### config.mk
export PLATFORM = sky130hd
export DESIGN_NAME = pipe_hazard_ctrl_flat
export DESIGN_NICKNAME = d
export VERILOG_FILES = /design/src/rtl/pipe_hazard_if.sv /design/src/rtl/pipe_hazard_ctrl.sv /design/src/flat_wrapper.sv
export SDC_FILE = /design/constraint.sdc
export NUM_CORES = 1
export LEC_CHECK = 0
export BUFFER_PORTS_ARGS = -buffer_cell sky130_fd_sc_hd__buf_2
export CAP_MARGIN = 25
export CORE_MARGIN = 2
export CORE_UTILIZATION = 45
export DETAILED_ROUTE_END_ITERATION = 12
export GPL_TIMING_DRIVEN = 0
export HOLD_SLACK_MARGIN = 0.12
export PLACE_DENSITY = 0.69
export REMOVE_ABC_BUFFERS = 1
export SLEW_MARGIN = 20
export SYNTH_ARGS = -nofsm -noshare
export SYNTH_HDL_FRONTEND = slang
export SYNTH_SLANG_ARGS = --single-unit
### constraint.sdc
create_clock -name clk -period 3.3 [get_ports clk]
set_input_delay 0.33 -clock clk [delete_from_list [all_inputs] [get_ports clk]]
set_output_delay 0.33 -clock clk [all_outputs]
set_load 0.005 [all_outputs]
### src/rtl/pipe_hazard_if.sv
// pipe_hazard_if: hazard-detection inputs and pipeline control outputs of pipe_hazard_ctrl.
interface pipe_hazard_if #(parameter int CNT_W = 16);
  logic [4:0] id_rs1, id_rs2, ex_rd;
  logic id_use_rs1, id_use_rs2, ex_load, redirect, mem_req, dmem_ready;
  logic pc_hold, ifid_hold, ifid_flush, idex_hold, idex_bubble, exmem_hold, mem_err;
  logic [1:0] state;
  logic [CNT_W-1:0] stall_cnt, flush_cnt;
  modport master (
    output id_rs1, id_rs2, ex_rd, id_use_rs1, id_use_rs2, ex_load, redirect, mem_req, dmem_ready,
    input pc_hold, ifid_hold, ifid_flush, idex_hold, idex_bubble, exmem_hold, mem_err, state,
    stall_cnt, flush_cnt
  );
  modport slave (
    input id_rs1, id_rs2, ex_rd, id_use_rs1, id_use_rs2, ex_load, redirect, mem_req, dmem_ready,
    output pc_hold, ifid_hold, ifid_flush, idex_hold, idex_bubble, exmem_hold, mem_err, state,
    stall_cnt, flush_cnt
  );
endinterface

### src/rtl/pipe_hazard_ctrl.sv
// pipe_hazard_ctrl: stall/flush sequencer for the 5-stage RV32I pipeline,
// with data-memory timeout detection and saturating perf counters.
module pipe_hazard_ctrl #(
  parameter int CNT_W = 16,
  parameter int MEM_TIMEOUT = 255
) (
  input logic clk,
  input logic rst,
  pipe_hazard_if.slave hz
);
  typedef enum logic [1:0] {RUN = 2'd0, FLUSH = 2'd1, MEMWAIT = 2'd2} state_t;
  localparam logic [15:0] TMO = 16'(MEM_TIMEOUT);
  state_t cur, nxt;
  logic pend, err;
  logic [15:0] wcnt, wcnt_n;
  logic [CNT_W-1:0] stalls, flushes;
  logic luh, mstall, hold_all, lu_stall, flush_if, bubble, take;
  assign luh = hz.ex_load & (hz.ex_rd != 5'd0) &
               ((hz.id_use_rs1 & (hz.id_rs1 == hz.ex_rd)) | (hz.id_use_rs2 & (hz.id_rs2 == hz.ex_rd)));
  assign mstall = hz.mem_req & ~hz.dmem_ready;
  // The illegal encoding falls through to the RUN branch.
  always_comb begin
    nxt = RUN;
    hold_all = 1'b0;
    lu_stall = 1'b0;
    flush_if = 1'b0;
    bubble = 1'b0;
    take = 1'b0;
    if (cur == FLUSH) begin
      hold_all = mstall;
      flush_if = ~mstall;
      nxt = mstall ? MEMWAIT : RUN;
    end else if (cur == MEMWAIT) begin
      hold_all = ~hz.dmem_ready;
      nxt = hz.dmem_ready ? (pend ? FLUSH : RUN) : MEMWAIT;
    end else if (mstall) begin
      hold_all = 1'b1;
      nxt = MEMWAIT;
    end else if (hz.redirect) begin
      flush_if = 1'b1;
      bubble = 1'b1;
      take = 1'b1;
      nxt = FLUSH;
    end else begin
      lu_stall = luh;
      bubble = luh;
    end
  end
  // Outside MEMWAIT a stall is the first waiting cycle; inside it the count saturates.
  assign wcnt_n = (cur == MEMWAIT) ? (hz.dmem_ready ? 16'd0 : (wcnt == TMO ? wcnt : wcnt + 16'd1))
                                   : {15'd0, hold_all};
  assign hz.pc_hold = rst & (hold_all | lu_stall);
  assign hz.ifid_hold = rst & (hold_all | lu_stall);
  assign hz.idex_hold = rst & hold_all;
  assign hz.exmem_hold = rst & hold_all;
  assign hz.ifid_flush = ~rst | flush_if;
  assign hz.idex_bubble = ~rst | bubble;
  assign hz.state = cur;
  assign hz.mem_err = err;
  assign hz.stall_cnt = stalls;
  assign hz.flush_cnt = flushes;
  always_ff @(posedge clk or negedge rst)
    if (!rst) cur <= RUN;
    else cur <= nxt;
  always_ff @(posedge clk or negedge rst)
    if (!rst) begin
      pend <= 1'b0;
      wcnt <= 16'd0;
      err <= 1'b0;
      stalls <= '0;
      flushes <= '0;
    end else begin
      pend <= (cur == MEMWAIT) ? (pend & ~hz.dmem_ready) : (pend | ((cur == FLUSH) & mstall));
      wcnt <= wcnt_n;
      err <= err | (wcnt_n == TMO);
      stalls <= stalls + CNT_W'(hz.pc_hold & ~&stalls);
      flushes <= flushes + CNT_W'(take & ~&flushes);
    end
endmodule

### src/flat_wrapper.sv
// flat-port wrapper written by rule: the top's interface ports become plain ports
module pipe_hazard_ctrl_flat 
#(
  parameter int CNT_W = 16,
  parameter int MEM_TIMEOUT = 255
)
  (clk, rst, hz_id_rs1, hz_id_rs2, hz_ex_rd, hz_id_use_rs1, hz_id_use_rs2, hz_ex_load, hz_redirect, hz_mem_req, hz_dmem_ready, hz_pc_hold, hz_ifid_hold, hz_ifid_flush, hz_idex_hold, hz_idex_bubble, hz_exmem_hold, hz_mem_err, hz_state, hz_stall_cnt, hz_flush_cnt);
  pipe_hazard_if #(.CNT_W(CNT_W)) hz_i ();
  input logic clk;
  input logic rst;
  input wire logic [$bits(hz_i.id_rs1)-1:0] hz_id_rs1;
  input wire logic [$bits(hz_i.id_rs2)-1:0] hz_id_rs2;
  input wire logic [$bits(hz_i.ex_rd)-1:0] hz_ex_rd;
  input wire logic [$bits(hz_i.id_use_rs1)-1:0] hz_id_use_rs1;
  input wire logic [$bits(hz_i.id_use_rs2)-1:0] hz_id_use_rs2;
  input wire logic [$bits(hz_i.ex_load)-1:0] hz_ex_load;
  input wire logic [$bits(hz_i.redirect)-1:0] hz_redirect;
  input wire logic [$bits(hz_i.mem_req)-1:0] hz_mem_req;
  input wire logic [$bits(hz_i.dmem_ready)-1:0] hz_dmem_ready;
  output wire logic [$bits(hz_i.pc_hold)-1:0] hz_pc_hold;
  output wire logic [$bits(hz_i.ifid_hold)-1:0] hz_ifid_hold;
  output wire logic [$bits(hz_i.ifid_flush)-1:0] hz_ifid_flush;
  output wire logic [$bits(hz_i.idex_hold)-1:0] hz_idex_hold;
  output wire logic [$bits(hz_i.idex_bubble)-1:0] hz_idex_bubble;
  output wire logic [$bits(hz_i.exmem_hold)-1:0] hz_exmem_hold;
  output wire logic [$bits(hz_i.mem_err)-1:0] hz_mem_err;
  output wire logic [$bits(hz_i.state)-1:0] hz_state;
  output wire logic [$bits(hz_i.stall_cnt)-1:0] hz_stall_cnt;
  output wire logic [$bits(hz_i.flush_cnt)-1:0] hz_flush_cnt;
  assign hz_i.id_rs1 = hz_id_rs1;
  assign hz_i.id_rs2 = hz_id_rs2;
  assign hz_i.ex_rd = hz_ex_rd;
  assign hz_i.id_use_rs1 = hz_id_use_rs1;
  assign hz_i.id_use_rs2 = hz_id_use_rs2;
  assign hz_i.ex_load = hz_ex_load;
  assign hz_i.redirect = hz_redirect;
  assign hz_i.mem_req = hz_mem_req;
  assign hz_i.dmem_ready = hz_dmem_ready;
  assign hz_pc_hold = hz_i.pc_hold;
  assign hz_ifid_hold = hz_i.ifid_hold;
  assign hz_ifid_flush = hz_i.ifid_flush;
  assign hz_idex_hold = hz_i.idex_hold;
  assign hz_idex_bubble = hz_i.idex_bubble;
  assign hz_exmem_hold = hz_i.exmem_hold;
  assign hz_mem_err = hz_i.mem_err;
  assign hz_state = hz_i.state;
  assign hz_stall_cnt = hz_i.stall_cnt;
  assign hz_flush_cnt = hz_i.flush_cnt;
  pipe_hazard_ctrl #(.CNT_W(CNT_W), .MEM_TIMEOUT(MEM_TIMEOUT)) u_core (.clk(clk), .rst(rst), .hz(hz_i));
endmodule
Word level (Yosys, flattened, before mapping)
Cells that the tools add are included.
{"block": "totals", "register_bits": 52, "output_inout_bits": 41, "input_bits": 23, "wordCells": 67}
{"block": "classes", "n_reduce_logical": 5, "n_eq_ne": 6, "add_sub_neg": 3, "muxes": 27, "bitwise_logic": 20}
{"op": "two-way mux 16 bit", "count": 3}
{"op": "adder 16 bit", "count": 2}
{"op": "equality test 16 x 8 -> 1 bit (second input constant)", "count": 2}
{"op": "AND reduction 16 bit", "count": 2}
{"op": "two-way mux 1 bit", "count": 19}
{"op": "adder 16 x 1 -> 16 bit (second input constant)", "count": 1}
{"op": "bitwise AND 1 bit", "count": 11}
{"op": "equality test 5 bit", "count": 2}
{"op": "two-way mux 2 bit", "count": 5}
{"op": "bitwise OR 1 bit", "count": 6}
{"op": "nonzero test 5 bit", "count": 1}
{"op": "NOT 1 bit", "count": 3}
{"op": "equality test 2 x 1 -> 1 bit (second input constant)", "count": 1}
{"op": "equality test 2 bit (second input constant)", "count": 1}
{"op": "logical NOT 1 bit", "count": 2}

Longest topological paths before layout
Gate-level depths: netlist of the first run.
{"block": "depth", "ltp_word": 12, "mapped_depth": 12, "ltp_nobuf": 12}

Least setup slack after synthesis of the first run
OpenSTA, ideal clock, no wires.
{"block": "synth_timing", "path_type": "input to register", "from": "in hz_ex_rd[3]", "to": "reg u_core.stalls[14], in the netlist u_core.hz.stall_cnt[14]", "arrival_ns": 2.489, "cell_stages": 12, "t_required_ns": 3.220, "slack_ns": 0.731, "path_buffers": 0, "setup_ns": 0.080, "path_cell_list": "xor2_1 > nor4_1 > nand3_1 > a21oi_1 > a21oi_1 > nor3b_1 > ha_1 > ha_1 > nand3_1 > or3_1 > nor3_1 > xnor2_1"}
{"block": "synth_between", "elab_chain_cells": 12, "elab_cells_between_ends": 16, "classes_between": "add/sub: 1; eq/ne: 2; mux: 4; bitwise: 8; reduce/logical: 1"}
{"item": "start, declared", "line_no": "flat_wrapper.sv:13", "rtl": "input wire logic [$bits(hz_i.ex_rd)-1:0] hz_ex_rd;"}
{"item": "equality test 5 bit", "line_no": "pipe_hazard_ctrl.sv:19", "rtl": "((hz.id_use_rs1 & (hz.id_rs1 == hz.ex_rd)) | (hz.id_use_rs2 & (hz.id_rs2 == hz.ex_rd)));"}
{"item": "bitwise AND 1 bit", "line_no": "pipe_hazard_ctrl.sv:19"}
{"item": "bitwise OR 1 bit", "line_no": "pipe_hazard_ctrl.sv:19"}
{"item": "bitwise AND 1 bit (*)", "line_no": "pipe_hazard_ctrl.sv:18", "rtl": "assign luh = hz.ex_load & (hz.ex_rd != 5'd0) &"}
{"item": "two-way mux 1 bit (*)", "line_no": "pipe_hazard_ctrl.sv:39", "rtl": "end else if (hz.redirect) begin"}
{"item": "two-way mux 1 bit (*)", "line_no": "pipe_hazard_ctrl.sv:36", "rtl": "end else if (mstall) begin"}
{"item": "two-way mux 1 bit (*)", "line_no": "pipe_hazard_ctrl.sv:33", "rtl": "end else if (cur == MEMWAIT) begin"}
{"item": "two-way mux 1 bit (*)", "line_no": "pipe_hazard_ctrl.sv:29", "rtl": "if (cur == FLUSH) begin"}
{"item": "bitwise OR 1 bit (*)", "line_no": "pipe_hazard_ctrl.sv:52", "rtl": "assign hz.pc_hold = rst & (hold_all | lu_stall);"}
{"item": "bitwise AND 1 bit (*)", "line_no": "pipe_hazard_ctrl.sv:52"}
{"item": "bitwise AND 1 bit (*)", "line_no": "pipe_hazard_ctrl.sv:76", "rtl": "stalls <= stalls + CNT_W'(hz.pc_hold & ~&stalls);"}
{"item": "adder 16 bit (*)", "line_no": "pipe_hazard_ctrl.sv:76"}
{"item": "end signal, assigned", "line_no": "pipe_hazard_ctrl.sv:76"}
{"item": "end, declared", "line_no": "pipe_hazard_ctrl.sv:16", "rtl": "logic [CNT_W-1:0] stalls, flushes;"}
Mark *: on every way between the ends. The rest lies on a longest branch, timed or not.

Final worst setup path of the first run
{"block": "layout_timing", "from": "in rst", "to": "reg u_core.stalls[14], in the netlist u_core.hz.stall_cnt[14]"}
{"block": "layout_between", "elab_chain_cells": 3}
{"item": "start, declared", "line_no": "flat_wrapper.sv:10", "rtl": "input logic rst;"}
{"item": "bitwise AND 1 bit", "line_no": "pipe_hazard_ctrl.sv:52"}
{"item": "bitwise AND 1 bit", "line_no": "pipe_hazard_ctrl.sv:76"}
{"item": "adder 16 bit", "line_no": "pipe_hazard_ctrl.sv:76"}
No other way between the ends.

==> results of run 1 <==
[metrics by stage]
step	cells	total power [mW]	area (µm²)	setup slack, ns
global placement	389	1.01	3070	0.239
CTS	398	1.41	3170	0.394
floorplan	251	0.889	2660	0.731
finish	398	1.40	3170	0.446
detailed placement	389	1.02	3070	0.188
global route	398	1.49	3170	0.102
[layout by cell type, fill, tap and decap left out, types with 2 or more instances in the layout]
cell type and n:
xor2_1 26, nand2_1 15, a21oi_1 5, xnor2_1 23, a31oi_1 6, and3_1 4
o21ai_0 4, nor3_1 7, and2b_1 2, nand2b_1 3, and2_1 2, buf_2 62
dfrtp_1 52, nor4_2 2, nand3_1 19, or3_1 4, inv_1 7, ha_1 5
nand4_1 6, mux2i_1 2, nor2b_1 2, nor2_1 31, and4_1 3, nor4_1 3
clkbuf_8 6
[worst paths after layout]
| path | startpoint | endpoint | slack (ns) | cells past startpoint |
|---|---|---|---|---|
| max | rst | u_core.hz.stall_cnt[14] | 0.45 | 9 |
| min | hz_dmem_ready | u_core.wcnt[0] | 0.25 | 2 |
| max reg2reg | u_core.hz.state[0] | u_core.hz.stall_cnt[14] | 0.59 | 11 |
| min reg2reg | u_core.hz.mem_err | u_core.hz.mem_err | 0.47 | 1 |
| max in group asynchronous | rst | u_core.wcnt[7] | 2.25 | 2 |
| min in group asynchronous | rst | u_core.wcnt[6] | 0.60 | 2 |
[cells by family after synthesis]
family,after synthesis
AND/OR/NAND/NOR,115
flip-flops,52
XOR/XNOR,51
AO/OA/AOI/OAI,19
buffers and inverters,13
adder cells (fa/ha/maj),5
multiplexers,2
[area by class of cell]
| class | instances | area (µm²) |
|---|---|---|
| Clock buffer | 6 | 82.6 |
| Tap cell | 75 | 93.8 |
| Sequential cell | 52 | 1300 |
| Clock inverter | 2 | 13.8 |
| Fill cell | 542 | 2680 |
| Inverter | 7 | 26.3 |
| Timing Repair Buffer | 64 | 328 |
| Multi-Input combinational cell | 192 | 1330 |
[per-layer routing]
layer | vias to the layer above | global-route usage (%) | routed length, µm
met3 | 9 | 3.08 | 188
met5 | - | 0 | 0
met4 | 0 | 5.42 | 78
met2 | 37 | 28.1 | 2500
met1 | 1017 | 24.4 | 2470
li1 | 1014 | - | -
[registers in the layout, indices dropped and copies added, names as in the netlist]
name and cells:
u_core.hz.flush_cnt 16, u_core.hz.stall_cnt 16, u_core.wcnt 16, u_core.hz.state 2
u_core.hz.mem_err 1, u_core.pend 1
[power by group]
| group | leakage (nW) | internal (mW) | switching [mW] |
|---|---|---|---|
| clock | 0.0516 | 0.172 | 0.219 |
| combinational | 0.772 | 0.111 | 0.106 |
| sequential | 0.691 | 0.707 | 0.0807 |
| total | 1.51 | 0.990 | 0.405 |
[what timing repair did]
action	in CTS	in global routing
hold buffers	1	0
hold endpoints to repair	52	0
buffers inserted	0	0
==> summary.md, run 1 <==
| Metric | Value |
|---|---|
| Sink Count | `52` |
| Syn avg cell area | `roughly 10 µm²` |
| Crit start category | `primary input` |
| Setup violators final | `0` |
| Slew headroom | `between 50% and 60%` |
| YS warnings | `0` |
| WS Path Type | `in -> reg` |
| Endpoint class of the critical path | `flip-flop` |
| Simple-gate area share of the yosys netlist | `~25%` |
| Std-Cell Core Area | `just under 6000 µm²` |
| Site Rows | `28` |
| FFs w/ async S/R, synth | `100%` |
| Final Util | `54.3%` |
| # H-tree levels | `2` |
| Top cell type by total area after synthesis | `dfrtp_1` |
| Final Slew Violations | `0` |
| All-Layer GR Usage | `17.5%` |
| Initial antenna violation count | `0` |
| Final Cycle Share | `between 80 and 90%` |
| Worst EP required | `about 3.5 ns` |
| Mux contribution to synthesized area | `less than 1%` |
| Boundary pin count | `64` |
| RSZ-0062 raised after global routing | `no` |
| Crit path DAT | `between 3 and 4 ns` |
| Post-synth EDFFs | `0` |
| Synth Area in XOR/XNOR | `between 10% and 20%` |
| Worst vdd ir | `~0.00043 V` |
| Mapped Cells | `between 200 and 300` |
| CTS tree | `built` |
| Clock Pin Slew Worst Setup and Hold Paths | `roughly 0.1 ns` |
| Area Growth Syn to Fin | `17.7%` |
| Hold Vio Cnt, Final | `0` |
| WL/cell | `roughly 13 µm` |
| Synth area leaders | `dfrtp_1, xor2_1, xnor2_1` |
| Cts repair resizes | `0` |
| Diode count | `0` |
| Skew-Pair Late Insertion Delay | `roughly 0.31 ns` |
| Total Routed Length | `about 5200 µm` |
| Run status | `finished clean` |
| Vias in the first global route | `1998` |
| WHS | `0.247 ns` |
| Layout cells sized above 1 | `25.7%` |
| Sequential share of the synthesized area | `between 40% and 50%` |
| Die Width | `about 80 µm` |
| Vias | `a little over 2k` |
| Main combinational cell family by area after synthesis | `simple AND/OR/NAND/NOR gates` |
| Cell Chain, Critical Path | `dlygate4sd3_1 > buf_4 > nor3b_1 > ha_1 > ha_1 > nand3_1 > or3_1 > nor3_1 > xnor2_1` |
| Max cap viols | `0` |
| Delay-heaviest family, CP | `buffers and inverters` |
| Crit path max fanout | `between 50 and 60` |
| Die area | `about 6600 µm²` |
| CTS Root Cell | `clkbuf_8` |
| CP max-delay cell | `buf_4` |
| Worst Hold Class | `in -> reg` |
| Synth Area in Adders | `under 10%` |
| Setup TNS | `0 ns` |
| Net count, final | `350` |
| Synth top cells by count | `dfrtp_1, nor2_1, xor2_1, xnor2_1, nand3_1` |
| Area of the mapped netlist | `approximately 2700 µm²` |
| Static Leak | `1.51 nW` |
| Count leader, synth | `dfrtp_1` |
| Synth unique cells | `44` |
| Largest stage delay on the critical path | `~0.55 ns` |
| Synth Area in Compound Gates | `about 4.4%` |
| Total congestion overflow | `0` |
| Most used flip-flop cell after synthesis | `dfrtp_1` |
| Buf/Inv on CP | `2` |
| First-pass GRT wire length | `around 9200 µm` |
| Largest net degree at the start of global routing | `58` |
| Placer Congestion | `0.785` |
| Drt initial violations | `~110` |
| Synth top area share | `about 48%` |
| Most frequent CP cell | `ha_1` |
| DRT Pass-1 Iters | `6` |
| Fmax | `between 300 and 400 MHz` |
| Worst Tran Pin Value | `~0.69 ns` |
| Worst Skew | `0.00511 ns` |
| Initial core utilization | `a little under half` |
| CTS Buf Count | `5` |
| Port Buffer Count | `63` |
| DR vias/cell | `approximately 5.2` |
| Crit path time final | `~2.9 ns` |
| Yosys reg bits | `52` |
| Power Density | `440 nW/µm²` |
| Detailed Place HPWL | `between 3000 and 4000 µm` |
| Longest Clk Path Bufs | `2` |
| DRC errors left | `0` |
| Final ANT Viol Nets | `0` |
| DIE HEIGHT | `~81 µm` |
No activity file was read; power rests on OpenSTA's default activity.
==> run 2: changes to the inputs <==
Settings changed: BUFFER_PORTS_ARGS -buffer_cell sky130_fd_sc_hd__buf_2 to -buffer_cell sky130_fd_sc_hd__buf_4.
==> run 2 against run 1 <==
  * Hold slack worse by 0.029 ns
  * Combinational power rose by 22%
  * Non-clock buffer count unchanged
  * Critical path type unchanged
  * First-iteration DRC count is 4.6% lower
  * Fmax up 1.1%
  * Sequential power up 0.6%
  * Global-route usage rose by 0.48 points
  * Die area stayed put
  * Power grew 3.7%
  * Sequential share of layout area decreased by 1.9 points
  * Final cell count unchanged
  * Worst setup slack better by 0.031 ns
==> summary.md, run 2 (synthesis results as in run 1) <==
| Metric | Value |
|---|---|
| Run status | `finished clean` |
| Total Routed Length | `5430 µm (+3.6%)` |
| Crit start category | `primary input` |
| Largest stage delay on the critical path | `0.54 ns (about the same)` |
| Drt initial violations | `104 (-4.6%)` |
| Diode count | `0 (unchanged)` |
| Crit path time final | `2.82 ns (-0.0310 ns)` |
| CP max-delay cell | `buf_4` |
| Critical path origin | `rst` |
| Area Growth Syn to Fin | `23.4%` |
| Die Width | `81.4 µm (unchanged)` |
| Hold path endpoint | `u_core.wcnt[0]` |
| Std-Cell Core Area | `5850 µm² (unchanged)` |
| CTS Buf Count | `5 (unchanged)` |
| Commonest non-fill, non-tap cell in the layout | `buf_4` |
| Sequential cell area | `1300 µm² (unchanged)` |
| Placer Congestion | `0.812 (+3.5%)` |
| Sink Count | `52 (unchanged)` |
| Setup slack, reg-to-reg | `0.59 ns (about the same)` |
| Worst EP required | `3.55 ns (about the same)` |
| WS Path Type | `in -> reg` |
| Clock Pin Slew Worst Setup and Hold Paths | `0.10 ns (about the same)` |
| Worst vdd ir | `0.000275 V (-36%)` |
| Slew headroom | `55.5% (+1.3 points)` |
| Vias in the first global route | `1982 (-0.80%)` |
| Hold_sp | `hz_dmem_ready` |
| Worst Hold Class | `in -> reg` |
| CTS Root Cell | `clkbuf_8` |
| Non-filler cells in the finished layout | `398 (unchanged)` |
| Highest-count cells in the layout ignoring fill and taps | `buf_4, dfrtp_1, nor2_1` |
| Final Cycle Share | `85.6% (-0.94 points)` |
| DRT Pass-1 Iters | `4 (-2)` |
| First-pass GRT wire length | `9190 µm (+0.14%)` |
| Vias | `2038 (-1.9%)` |
| Crit path max fanout | `57 (unchanged)` |
| Initial core utilization | `46.1% (unchanged)` |
| Net count, final | `350 (unchanged)` |
| Endpoint class of the critical path | `flip-flop` |
| All-Layer GR Usage | `18.0% (+0.48 points)` |
| RR Startpoint | `u_core.hz.state[0]` |
| Hold path depth | `2 (unchanged)` |
| Static Leak | `1.54 nW (+1.9%)` |
| Setup TNS | `0 ns (unchanged)` |
| Detailed Place HPWL | `4060 µm (+5.0%)` |
| Placed inst area | `3220 µm² (+5.1%)` |
| RSZ-0062 raised after global routing | `no` |
| Power Density | `434 nW/µm² (-1.2%)` |
| R2R cell count | `11 (unchanged)` |
| Longest Clk Path Bufs | `2 (unchanged)` |
| Crit path DAT | `3.07 ns (-0.03 ns)` |
| Worst Skew | `0.0127 ns (+0.00763 ns)` |
| Site Rows | `28 (unchanged)` |
| Final ANT Viol Nets | `0 (unchanged)` |
| Setup violators final | `0 (unchanged)` |
| Max cap viols | `0 (unchanged)` |
| DR vias/cell | `5.12 (-1.9%)` |
| CTS tree | `built` |
| # H-tree levels | `2 (unchanged)` |
| Most frequent CP cell | `ha_1` |
| Layout cells sized above 1 | `25.7% (unchanged)` |
| Cell Chain, Critical Path | `dlygate4sd3_1 > buf_4 > nor3b_1 > ha_1 > ha_1 > nand3_1 > or3_1 > nor3_1 > xnor2_1` |
| DRC errors left | `0 (unchanged)` |
| WL/cell | `13.7 µm (+3.6%)` |
| Skew-Pair Late Insertion Delay | `0.31 ns (about the same)` |
| Hold Vio Cnt, Final | `0 (unchanged)` |
| DIE HEIGHT | `81.4 µm (unchanged)` |
| Total congestion overflow | `0 (unchanged)` |
| Boundary pin count | `64 (unchanged)` |
| Area of the multi-input gates | `1330 µm² (unchanged)` |
| Worst Tran Pin Value | `0.668 ns (-0.0192 ns)` |
| Die area | `6630 µm² (unchanged)` |
| Final Cell Area | `3330 µm² (+4.9%)` |
| Fill count | `503 (-7.2%)` |
| Placed insts | `389 (unchanged)` |
| Fmax | `354 MHz (+1.1%)` |
| Initial antenna violation count | `0 (unchanged)` |
| Crit Reg-Reg Endpoint | `u_core.hz.stall_cnt[14]` |
| Port Buffer Count | `63 (unchanged)` |
| Final Slew Violations | `0 (unchanged)` |
| Largest net degree at the start of global routing | `58 (unchanged)` |
| Post-CTS setup buffer count | `0 (unchanged)` |
[run 2: changes by cell type in the layout (fill, tap and decap cells not counted)]
cell	previous run	this run
buf_4	1	63
buf_2	62	0
[run 2: final cells by class]
type / count / share of cell area, %
Multi-Input combinational cell: 192 / 39.9
Sequential cell: 52 / 39.1
Timing Repair Buffer: 64 / 14.5
Tap cell: 75 / 2.82
Clock buffer: 6 / 2.48
Inverter: 7 / 0.789
Clock inverter: 2 / 0.413
[run 2: how the worst max path moves through the flow]
stage / end / slack, ns / cells after the start
finish: u_core.hz.stall_cnt[14] / 0.48 / 9
global route: u_core.hz.stall_cnt[14] / 0.13 / 9
CTS: u_core.hz.stall_cnt[14] / 0.39 / 9
global placement: u_core.hz.stall_cnt[14] / 0.23 / 13
floorplan: u_core.hz.stall_cnt[14] / 0.73 / 12
detailed placement: u_core.hz.stall_cnt[14] / 0.17 / 13
[run 2: per-stage QoR]
step	setup slack (ns)	hold WS, ns	util [%]	power [mW]
2_1_floorplan	0.731	0.0344	-	0.889
3_3_place_gp	0.232	0.422	55.1	1.06
3_5_place_dp	0.170	0.418	55.1	1.07
4_1_cts	0.392	0.211	56.9	1.47
5_1_grt	0.134	0.213	56.9	1.53
6_report	0.477	0.218	56.9	1.45
[run 2: what timing repair did]
| action | in CTS | in global routing |
|---|---|---|
| setup endpoints to repair | 0 | 0 |
| gates resized for setup | 0 | 0 |
| endpoints found under the hold margin | 52 | 0 |
| hold buffers | 1 | 0 |
[run 2: per-layer routing]
| metal | track usage [%] | part of all wire, % | up-vias |
|---|---|---|---|
| met5 | 0 | 0 | - |
| met4 | 5.25 | 0.86 | 0 |
| met3 | 5.27 | 4.4 | 7 |
| met2 | 29.0 | 49 | 39 |
| met1 | 23.6 | 46 | 973 |
| li1 | - | - | 1019 |
[run 2: worst max-delay path, delay by kind of cell]
family	cells	cell delay, ns
buffers and inverters	2	1.07
AND/OR/NAND/NOR	4	1.04
adder cells (fa/ha/maj)	2	0.47
XOR/XNOR	1	0.14
[run 2: report_power, final]
part | switching (mW) | leakage [nW] | internal, mW | total (mW)
Clock | 0.219 | 0.0516 | 0.172 | 0.391
Sequential | 0.0850 | 0.691 | 0.707 | 0.792
Combinational | 0.109 | 0.801 | 0.155 | 0.264
==> run 3: changes to the inputs <==
Settings changed: BUFFER_PORTS_ARGS -buffer_cell sky130_fd_sc_hd__buf_4 to default, DONT_BUFFER_PORTS from default to 1, PLACE_DENSITY 0.69 to default.
==> run 3 against run 2 <==
  * Clock skew decreased by 0.0061 ns
  * Routed wire length fell by 7.9%
  * Worst setup slack improved by 0.075 ns
  * Cell area decreased by 13%
  * Register-to-register slack got worse by 0.04 ns
  * Die area stayed put
  * Critical path depth up 2
  * Fmax increased by 2.7%
  * Critical path type is now reg -> reg
==> summary.md, run 3 (synthesis results as in run 1) <==
| Metric | Value |
|---|---|
| Sequential cell area | `1300 µm² (unchanged)` |
| Initial core utilization | `46.1% (unchanged)` |
| DRT Pass-1 Iters | `4 (unchanged)` |
| DIE HEIGHT | `81.4 µm (unchanged)` |
| Static Leak | `1.24 nW (-20%)` |
| # H-tree levels | `2 (unchanged)` |
| Slew headroom | `60.1% (+4.6 points)` |
| Total Routed Length | `5000 µm (-7.9%)` |
| Layout cells sized above 1 | `8.02% (-18 points)` |
| Vias | `1798 (-12%)` |
| CTS tree | `built` |
| Area Growth Syn to Fin | `6.96%` |
| Crit path time final | `2.75 ns (-0.0750 ns)` |
| Area of the multi-input gates | `1330 µm² (unchanged)` |
| Setup violators final | `0 (unchanged)` |
| Initial antenna violation count | `0 (unchanged)` |
| Final ANT Viol Nets | `0 (unchanged)` |
| DR vias/cell | `5.34 (+4.2%)` |
| Final Slew Violations | `0 (unchanged)` |
| Max cap viols | `0 (unchanged)` |
| Delay-heaviest family, CP | `simple AND/OR/NAND/NOR gates` |
| DRC errors left | `0 (unchanged)` |
| Crit path max fanout | `7 (-88%)` |
| Power Internal | `917 µW (-11%)` |
| Largest net degree at the start of global routing | `53 (-8.6%)` |
| Largest stage delay on the critical path | `0.47 ns (-0.07 ns)` |
| Net count, final | `289 (-17%)` |
| Total congestion overflow | `0 (unchanged)` |
| Clock Pin Slew Worst Setup and Hold Paths | `0.10 ns (about the same)` |
| Worst Hold Class | `in -> reg` |
| Port Buffer Count | `0 (-100%)` |
| Site Rows | `28 (unchanged)` |
| Seq pwr share | `62.6% (+7.9 points)` |
| Crit path DAT | `2.98 ns (-0.09 ns)` |
| CTS Buf Count | `5 (unchanged)` |
| Clk pwr share | `27.6% (+0.6 points)` |
| Placed inst area | `2750 µm² (-15%)` |
| WL/cell | `14.8 µm (+8.8%)` |
| Final Cycle Share | `83.3% (-2.3 points)` |
| Highest-count cells in the layout ignoring fill and taps | `dfrtp_1, nor2_1, xor2_1` |
| Placer Congestion | `0.789 (-2.8%)` |
| Die Width | `81.4 µm (unchanged)` |
| Buf/Inv on CP | `0 (-2)` |
| Power Density | `448 nW/µm² (+3.1%)` |
| All-Layer GR Usage | `16.2% (-1.8 points)` |
| Commonest non-fill, non-tap cell in the layout | `dfrtp_1` |
| Hold Vio Cnt, Final | `0 (unchanged)` |
| Vias in the first global route | `1750 (-12%)` |
| Longest Clk Path Bufs | `2 (unchanged)` |
| Crit start category | `flip-flop` |
| Sink Count | `52 (unchanged)` |
| Final Cell Area | `2890 µm² (-13%)` |
| Setup TNS | `0 ns (unchanged)` |
| Worst vdd ir | `0.000297 V (+8.0%)` |
| First-pass GRT wire length | `8300 µm (-9.7%)` |
| Skew-Pair Late Insertion Delay | `0.30 ns (about the same)` |
| Detailed Place HPWL | `3660 µm (-9.7%)` |
| Worst Skew | `0.00669 ns (-0.00605 ns)` |
| NetSw | `376 µW (-9.0%)` |
| Comb power frac | `9.8% (-8.5 points)` |
| Std-Cell Core Area | `5850 µm² (unchanged)` |
| Die area | `6630 µm² (unchanged)` |
| WS Path Type | `reg -> reg` |
| Post-CTS setup buffer count | `0 (unchanged)` |
| Diode count | `0 (unchanged)` |
| CTS Root Cell | `clkbuf_8` |
| Boundary pin count | `64 (unchanged)` |
| Run status | `finished clean` |
| Final Util | `49.3% (-7.6 points)` |
| CP max-delay cell | `dfrtp_1` |
| Endpoint class of the critical path | `flip-flop` |
| Cell Chain, Critical Path | `and2b_1 > nor2_1 > nor2_1 > a21oi_1 > nor3b_1 > ha_1 > ha_1 > nand3_1 > or3_1 > nor3_1 > xnor2_1` |
| Drt initial violations | `78 (-25%)` |
| Worst EP required | `3.53 ns (-0.02 ns)` |
| RSZ-0062 raised after global routing | `no` |
| Fmax | `364 MHz (+2.7%)` |
| Switching portion of total power | `29.1% (+0.53 points)` |
| Worst Tran Pin Value | `0.599 ns (-0.0691 ns)` |
| Fill count | `552 (+9.7%)` |
run 3: cell types whose count changed in the layout (fill, tap and decap cells not counted):
| cell | before | now |
|---|---|---|
| dlygate4sd3_1 | 1 | 2 |
| buf_4 | 63 | 0 |
| clkinv_4 | 0 | 1 |
| clkinv_2 | 1 | 2 |
| inv_6 | 1 | 0 |
| buf_16 | 0 | 1 |
| clkbuf_8 | 6 | 5 |
run 3: routing by layer:
layer,track usage [%],vias to the layer above,share of wire (%)
li1,-,891,-
met1,23.2,874,48
met2,24.7,27,47
met3,4.18,6,3.5
met4,4.07,0,0.96
met5,0,-,0
run 3: path summary, 6_finish.rpt:
path	slack (ns)	end	depth (start not counted)	startpoint
max	0.55	u_core.hz.stall_cnt[14]	11	u_core.hz.state[0]
min	0.17	u_core.hz.state[0]	2	hz_dmem_ready
max reg2reg	0.55	u_core.hz.stall_cnt[14]	11	u_core.hz.state[0]
max in group asynchronous	2.54	u_core.hz.stall_cnt[0]	2	rst
min reg2reg	0.52	u_core.hz.stall_cnt[6]	1	u_core.hz.stall_cnt[6]
min in group asynchronous	0.53	u_core.wcnt[14]	2	rst
run 3: timing repair:
action                    in CTS  in global routing
hold buffers                   3                  0
gates resized for setup        0                  0
hold endpoints to repair      55                  0
run 3: worst reg2reg max path: cells and delay by family, from the launching register on:
| kind | cells | cell delay, ns |
|---|---|---|
| XOR/XNOR | 1 | 0.15 |
| adder cells (fa/ha/maj) | 2 | 0.45 |
| AND/OR/NAND/NOR | 7 | 1.50 |
| flip-flops | 1 | 0.47 |
| AO/OA/AOI/OAI | 1 | 0.11 |
run 3: through the flow:
stage	hold WS [ns]	power [mW]	setup slack [ns]	cells
finish	0.175	1.29	0.552	337
global route	0.166	1.37	0.271	337
CTS	0.158	1.31	0.482	337
detailed placement	0.0367	0.935	0.283	326
global placement	0.0368	0.931	0.374	326
floorplan	0.0344	0.889	0.731	251
run 3: final cells by class:
| cell class | count | share of cell area [%] |
|---|---|---|
| Multi-Input combinational cell | 192 | 46.1 |
| Sequential cell | 52 | 45.1 |
| Tap cell | 75 | 3.25 |
| Clock buffer | 5 | 2.39 |
| Timing Repair Buffer | 3 | 1.65 |
| Inverter | 7 | 0.911 |
| Clock inverter | 3 | 0.650 |
run 3: power by group through the flow:
stage | registers [mW] | clock network, mW | logic [mW]
floorplan | 0.796 | 0 | 0.0927
global placement | 0.824 | 0 | 0.107
detailed placement | 0.824 | 0 | 0.111
CTS | 0.812 | 0.372 | 0.131
global route | 0.824 | 0.399 | 0.148
finish | 0.809 | 0.357 | 0.126
